==> src/rtl/four_bit_1_2_demux.sv <==
// rtl/four_bit_1_2_demux.sv - 4-bit 1:2 demux feeding two independent 2-entry channel FIFOs
// Target channel comes from s, or from an alternating pointer when auto=1.

module four_bit_1_2_demux_fifo (
    input  logic       clk,
    input  logic       rst_n,
    input  logic       push,
    input  logic [3:0] push_data,
    input  logic       pop_ready,
    output logic [3:0] head_data,
    output logic       valid,
    output logic [1:0] cnt
);
    logic [3:0] head_q, head_d;
    logic [3:0] tail_q, tail_d;
    logic [1:0] cnt_q, cnt_d;
    logic       pop;

    assign valid     = (cnt_q != 2'd0);
    assign pop       = valid & pop_ready;
    assign head_data = valid ? head_q : 4'b0000;
    assign cnt       = cnt_q;

    // The parent only pushes when cnt < 2, so push+pop together implies cnt == 1.
    always_comb begin
        head_d = head_q;
        tail_d = tail_q;
        cnt_d  = cnt_q;
        case ({push, pop})
            2'b10: begin
                if (cnt_q == 2'd0) head_d = push_data;
                else               tail_d = push_data;
                cnt_d = cnt_q + 2'd1;
            end
            2'b01: begin
                head_d = tail_q;
                cnt_d  = cnt_q - 2'd1;
            end
            2'b11: head_d = push_data;
            default: ;
        endcase
    end

    always_ff @(posedge clk or negedge rst_n) begin
        if (!rst_n) begin
            head_q <= 4'b0000;
            tail_q <= 4'b0000;
            cnt_q  <= 2'd0;
        end else begin
            head_q <= head_d;
            tail_q <= tail_d;
            cnt_q  <= cnt_d;
        end
    end
endmodule

module four_bit_1_2_demux #(
    parameter logic TDM_START = 1'b0
) (
    input  logic       clk,
    input  logic       rst_n,
    input  logic [3:0] in_data,
    input  logic       in_valid,
    output logic       in_ready,
    input  logic       s,
    input  logic       auto,
    output logic [3:0] a_data,
    output logic [3:0] b_data,
    output logic       a_valid,
    output logic       b_valid,
    input  logic       a_ready,
    input  logic       b_ready,
    output logic [1:0] a_cnt,
    output logic [1:0] b_cnt,
    output logic       tdm_ptr
);
    logic ptr_q, ptr_d;
    logic target;
    logic accept;
    logic push_a, push_b;

    assign target = auto ? ptr_q : s;
    // Registered counts only: a full channel stays blocked even if it pops this cycle.
    assign in_ready = target ? (b_cnt != 2'd2) : (a_cnt != 2'd2);
    assign accept   = in_valid & in_ready;
    assign push_a   = accept & ~target;
    assign push_b   = accept &  target;
    assign tdm_ptr  = ptr_q;

    always_comb begin
        ptr_d = ptr_q;
        if (accept && auto) ptr_d = ~ptr_q;
    end

    always_ff @(posedge clk or negedge rst_n) begin
        if (!rst_n) ptr_q <= TDM_START;
        else        ptr_q <= ptr_d;
    end

    four_bit_1_2_demux_fifo u_fifo_a (
        .clk       (clk),
        .rst_n     (rst_n),
        .push      (push_a),
        .push_data (in_data),
        .pop_ready (a_ready),
        .head_data (a_data),
        .valid     (a_valid),
        .cnt       (a_cnt)
    );

    four_bit_1_2_demux_fifo u_fifo_b (
        .clk       (clk),
        .rst_n     (rst_n),
        .push      (push_b),
        .push_data (in_data),
        .pop_ready (b_ready),
        .head_data (b_data),
        .valid     (b_valid),
        .cnt       (b_cnt)
    );
endmodule

==> config.mk <==
export PLATFORM = sky130hd
export DESIGN_NAME = four_bit_1_2_demux
export DESIGN_NICKNAME = d
export VERILOG_FILES = /design/src/rtl/four_bit_1_2_demux.sv
export SDC_FILE = /design/constraint.sdc
export NUM_CORES = 1
export LEC_CHECK = 0
export CORE_MARGIN = 2
export CORE_UTILIZATION = 52
export DETAILED_ROUTE_END_ITERATION = 7
export GPL_TIMING_DRIVEN = 0
export MAX_ROUTING_LAYER = met4
export PLACE_DENSITY_LB_ADDON = 0.12
export SYNTH_ARGS = -nofsm -noshare
export SYNTH_HDL_FRONTEND = slang
export SYNTH_SLANG_ARGS = --single-unit
==> constraint.sdc <==
create_clock -name clk -period 2.8 [get_ports clk]
set_input_delay 0.56 -clock clk [delete_from_list [all_inputs] [get_ports clk]]
set_output_delay 0.56 -clock clk [all_outputs]
set_load 0.02 [all_outputs]
==> summary.txt, run 1 <==
Ys Warns: 0
hold violation count in the final report: 0
clock net sink count: 21
TritonCTS clock tree: built
clock latency on the worst-skew pair: 290 ps
most used flip-flop cell after synthesis: dfrtp_1
Inst Count DP: 146
final instance count without filler cells: 151
share of final-layout standard cells stronger than drive strength 1: 26.83%
outcome: completed
Worst Hold Slack: 511.9 ps
CP Data Required Time: 2240 ps
unrepaired setup endpoints after global routing: no
fin crit share: 93.37%
CTS Hold Buffers Added: 0
input/output buffers: 26
post-route standard cell area excluding fillers: 1489 um2
drt first pass iters: 1
die outline area: 2601 um2
highest clock rate: 382.5 MHz
Num CTS Buffers: 3
Fill cells: 186
post-synth net total: 109
Layout Skew: 4.100 ps
area share of the largest cell type after synthesis: 45.75%
largest fanout of any net on the critical path: 3
largest cells by area after synthesis: dfrtp_1 (46%), mux2_2 (21%), ha_1 (6.5%)
largest net degree at the start of global routing: 22
count of mapped cells out of synthesis: 92
Crit path largest cell delay: 570 ps
worst-case register-to-register setup slack: 790 ps
data arrival time of the critical path: 2050 ps
antenna violations before repair: 0
Final setup violation count: 0
vertical die dimension: 51 um
synthesis-to-finish area growth: 29.63%
via count of the first global-routing pass: 765
Peak VDD IR: 0.0006360 V
routed wire length: 1974 um
average vias per placed instance: 5.199
leading area contributor after synthesis: dfrtp_1
core outline area: 2148 um2
Max Slew Vio Count: 0
register bit count reported by yosys: 21
IO Count: 27
footprint of the multi-input gates: 608.1 um2
total via count after detailed routing: 785
placed wire-length estimate: 1497 um
netlist area before placement: 1149 um2
max cap viols: 0
leading cell type in the layout, fill and taps excluded: clkdlybuf4s50_1
kind of end point of the critical path: primary output
Remaining Overflow, GRT: 0
CP Cell Sequence: clkdlybuf4s50_1 -> mux2i_4 -> mux2_2 -> dlygate4sd2_1
Critical Setup Path Class: input port to primary output
Clock Root Buffer: clkbuf_4
tightest slew margin relative to the limit: 38.28%
slowest stage cell, crit path: clkdlybuf4s50_1
global-route wire length before repair: 3429 um
storage element area: 525.5 um2
share of synthesized area occupied by flip-flops and latches: 45.75%
share of async-settable or async-resettable flops after synthesis: 100.0%
mean cell area of the mapped netlist: 12.48 um2
element type at the critical path start: input port
starting DRC count in detailed routing: 0
Final Net Count: 141
transition time at the pin with the least slew margin: 922.9 ps
placer's final routability congestion estimate: 0.7607
unique cell type count in the Yosys netlist: 20
count of nets left with antenna violations after detail routing: 0
horizontal die dimension: 51 um
clock slew seen by the registers of the worst setup and hold paths: 110 ps
all-layer global routing usage: 18.32%
number of levels the H-tree was split into: 1
starting density of the core: 53.47%
average detailed-routed wire length per instance: 13.07 um
DRC violations left: 0
number of enable flip-flop cells after synthesis: 0
cell row count: 17
post-place instance area: 1444 um2
fin crit period: 2614 ps
Lkg Pwr: 0.6480 nW
class of the most critical hold timing path: flop to flop
highest-count cells in the layout ignoring fill and taps: clkdlybuf4s50_1 (25), mux2_2 (21), dfrtp_1 (21)
Max clock buf depth: 2
power density over the cells: 1173 nW/um2
Tot Pwr: 1.746 mW
final cell utilization of the core: 69.31%
number of inserted diodes: 0
[what timing repair did]
item | CTS | global route
endpoints found under the setup margin | 1 | 0
gates resized for setup | 3 | 0
setup buffers | 1 | 0
[layout make-up]
class                      instances  share of cell area, %
buffer                             1                 0.3361
clock buffer                       4                  1.765
inverter                           6                  1.513
multi-input combinational         64                  40.84
sequential                        21                  35.29
tap                               28                  2.353
timing repair buffer              27                  17.90
[Yosys cell counts (2+ instances only)]
library cell  instances
dfrtp_1              21
mux2_2               21
nor2b_1               8
ha_1                  6
inv_1                 6
nor2_1                5
mux2_4                4
xnor2_1               4
o21ai_0               3
a31oi_1               2
nand2b_1              2
xor2_1                2
[flip-flops by register name (all words and copies together) (netlist names)]
signal / cells
u_fifo_a.cnt: 2
tdm_ptr: 1
u_fifo_b.cnt: 2
u_fifo_a.tail_q: 4
u_fifo_b.tail_q: 4
u_fifo_b.head_q: 4
u_fifo_a.head_q: 4
[final timing paths]
path	endpoint	depth (start not counted)	start
worst max-delay path	in_ready	4	auto
worst min-delay path	u_fifo_a.head_q[3]$_DFFE_PN0P_	1	u_fifo_a.head_q[3]$_DFFE_PN0P_
worst max register to register	u_fifo_b.head_q[1]$_DFFE_PN0P_	6	u_fifo_b.cnt[0]$_DFFE_PN0P_
worst min register to register	u_fifo_a.head_q[3]$_DFFE_PN0P_	1	u_fifo_a.head_q[3]$_DFFE_PN0P_
max in group asynchronous	u_fifo_a.tail_q[3]$_DFFE_PN0P_	1	rst_n
min in group asynchronous	u_fifo_a.cnt[0]$_DFFE_PN0P_	1	rst_n
[kinds of logic after synthesis]
family / count (synthesis) / synth area share (%)
AO/OA/AOI/OAI: 8 / 5.664
XOR/XNOR: 6 / 4.575
adder cells (fa/ha/maj): 6 / 6.536
buffers and inverters: 7 / 2.396
flip-flops: 21 / 45.75
multiplexers: 26 / 26.69
AND/OR/NAND/NOR: 18 / 8.388
[power by group]
group,internal [mW],total (mW),switching (mW)
combinational,0.572,1.03,0.463
sequential,0.461,0.569,0.107
clock,0.0554,0.142,0.0871
[layer usage]
metal	vias up	routed length, um	track usage [%]
met4	0	14	6.757
li1	380	-	-
met3	2	70	2.632
met5	-	0	-
met1	387	864	22.90
met2	16	1023	30.30
[worst max-delay path: cells and delay by family]
kind	cells	cell delay, ps
buf+inv	2	890
mux	2	610
[stage by stage]
step,TNS [ps],worst slack (ps)
final,0,185.6
after global routing,0,138.0
after CTS,0,181.7
after detailed placement,-239.6,-239.6
after global placement,-252.7,-252.7
after floorplan,0,743.3
Power figures use the tool's default switching activity.
==> run 2: changes to the inputs <==
--- a/config.mk
+++ b/config.mk
@@ -12,3 +12,4 @@
 export MAX_ROUTING_LAYER = met4
-export PLACE_DENSITY_LB_ADDON = 0.12
+export PLACE_DENSITY = 0.83
+export SLEW_MARGIN = 30
 export SYNTH_ARGS = -nofsm -noshare
--- a/constraint.sdc
+++ b/constraint.sdc
@@ -3,2 +3,2 @@
 set_output_delay 0.56 -clock clk [all_outputs]
-set_load 0.02 [all_outputs]
+set_load 0.1 [all_outputs]
==> summary.txt, run 2 (same netlist as run 1, synthesis figures left out) <==
footprint of the multi-input gates: 618.1 um2
core outline area: 2148 um2
storage element area: 525.5 um2
share of final-layout standard cells stronger than drive strength 1: 31.97%
horizontal die dimension: 51 um
all-layer global routing usage: 19.50%
Fill cells: 179
Top delay family on crit path: buffers and inverters
average vias per placed instance: 5.220
starting DRC count in detailed routing: 3
transition time at the pin with the least slew margin: 972.2 ps
final cell utilization of the core: 69.02%
CP Data Required Time: 2240 ps
largest net degree at the start of global routing: 22
Crit Reg-Reg Endpoint: u_fifo_b.head_q[2]$_DFFE_PN0P_
antenna violations before repair: 0
Max clock buf depth: 2
Clock Root Buffer: clkbuf_4
hold violation count in the final report: 0
Final setup violation count: 0
TritonCTS clock tree: built
Max Slew Vio Count: 0
outcome: completed
largest fanout of any net on the critical path: 6
routed wire length: 2024 um
placer's final routability congestion estimate: 0.7415
R2R Path Start: u_fifo_b.cnt[0]$_DFFE_PN0P_
unrepaired setup endpoints after global routing: no
fin crit period: 2691 ps
drt first pass iters: 4
tightest slew margin relative to the limit: 35.08%
highest-count cells in the layout ignoring fill and taps: mux2_2 (21), dfrtp_1 (21), clkdlybuf4s50_1 (14)
class of the most critical hold timing path: input port to asynchronous set/reset pin
number of inserted diodes: 0
Final Net Count: 140
CP Cell Sequence: clkdlybuf4s50_1 -> mux2i_4 -> mux2_2 -> buf_2
global-route wire length before repair: 3629 um
data arrival time of the critical path: 2130 ps
max cap viols: 0
placed wire-length estimate: 1525 um
slowest stage cell, crit path: clkdlybuf4s50_1
worst-case register-to-register setup slack: 790 ps
depth of the worst register-to-register path: 7
synthesis-to-finish area growth: 29.08%
Bufs and invs on worst path: 2
fin crit share: 96.12%
number of levels the H-tree was split into: 1
IO Count: 27
starting density of the core: 53.47%
Layout Skew: 3.503 ps
total via count after detailed routing: 783
Critical Setup Path Class: input port to primary output
kind of end point of the critical path: primary output
input/output buffers: 26
post-route standard cell area excluding fillers: 1483 um2
element type at the critical path start: input port
count of nets left with antenna violations after detail routing: 0
via count of the first global-routing pass: 800
die outline area: 2601 um2
CTS Hold Buffers Added: 0
Num CTS Buffers: 3
clock net sink count: 21
highest clock rate: 371.6 MHz
Crit path largest cell delay: 560 ps
post-place instance area: 1454 um2
Setup Buffers After CTS: 0
Remaining Overflow, GRT: 0
DRC violations left: 0
vertical die dimension: 51 um
cell row count: 17
clock latency on the worst-skew pair: 300 ps
average detailed-routed wire length per instance: 13.49 um
clock slew seen by the registers of the worst setup and hold paths: 120 ps
## run 2: repair_timing
action                                  4_1_cts  5_1_grt
gates resized for setup                      13        4
pin swaps                                     0        0
endpoints found under the setup margin        8        4
## run 2: metrics by stage
| step | setup slack, ps | setup TNS, ps | hold WS [ps] | instances |
|---|---|---|---|---|
| final | 108.7 | 0 | 188.5 | 150 |
| after global routing | 42.93 | 0 | 209.4 | 150 |
| after CTS | 8.830 | 0 | 518.1 | 150 |
| after detailed placement | -701.0 | -701.0 | 488.0 | 146 |
| after global placement | -683.7 | -683.7 | 481.7 | 146 |
| after floorplan | -460.7 | -1843 | 264.4 | 92 |
## run 2: area by class of cell
class | count | area share, %
buffer | 1 | 0.3376
clock buffer | 3 | 1.519
clock inverter | 1 | 0.3376
inverter | 6 | 1.519
multi-input combinational | 64 | 41.69
sequential | 21 | 35.44
tap | 28 | 2.363
timing repair buffer | 26 | 16.79
## run 2: metal layers
layer	track usage (%)	vias up	part of all wire, %
met5	-	-	0
met4	8.108	0	2.0
met3	4.386	4	3.2
met2	32.03	14	51
met1	23.14	390	44
li1	-	375	-
## run 2: how the worst max path moves through the flow
stage / startpoint / depth (start not counted) / slack [ps] / endpoint
final: auto / 4 / 110 / in_ready
after global routing: auto / 4 / 40 / in_ready
after CTS: u_fifo_b.cnt[0]$_DFFE_PN0P_ / 4 / 9 / b_data[2]
after detailed placement: auto / 4 / -700 / in_ready
after global placement: auto / 4 / -680 / in_ready
after floorplan: u_fifo_b.cnt[0]$_DFFE_PN0P_ / 3 / -460 / b_data[0]
Power of run 2 is not shown: default switching activity piles up to over one toggle a cycle in this logic, so the estimate is an artifact.
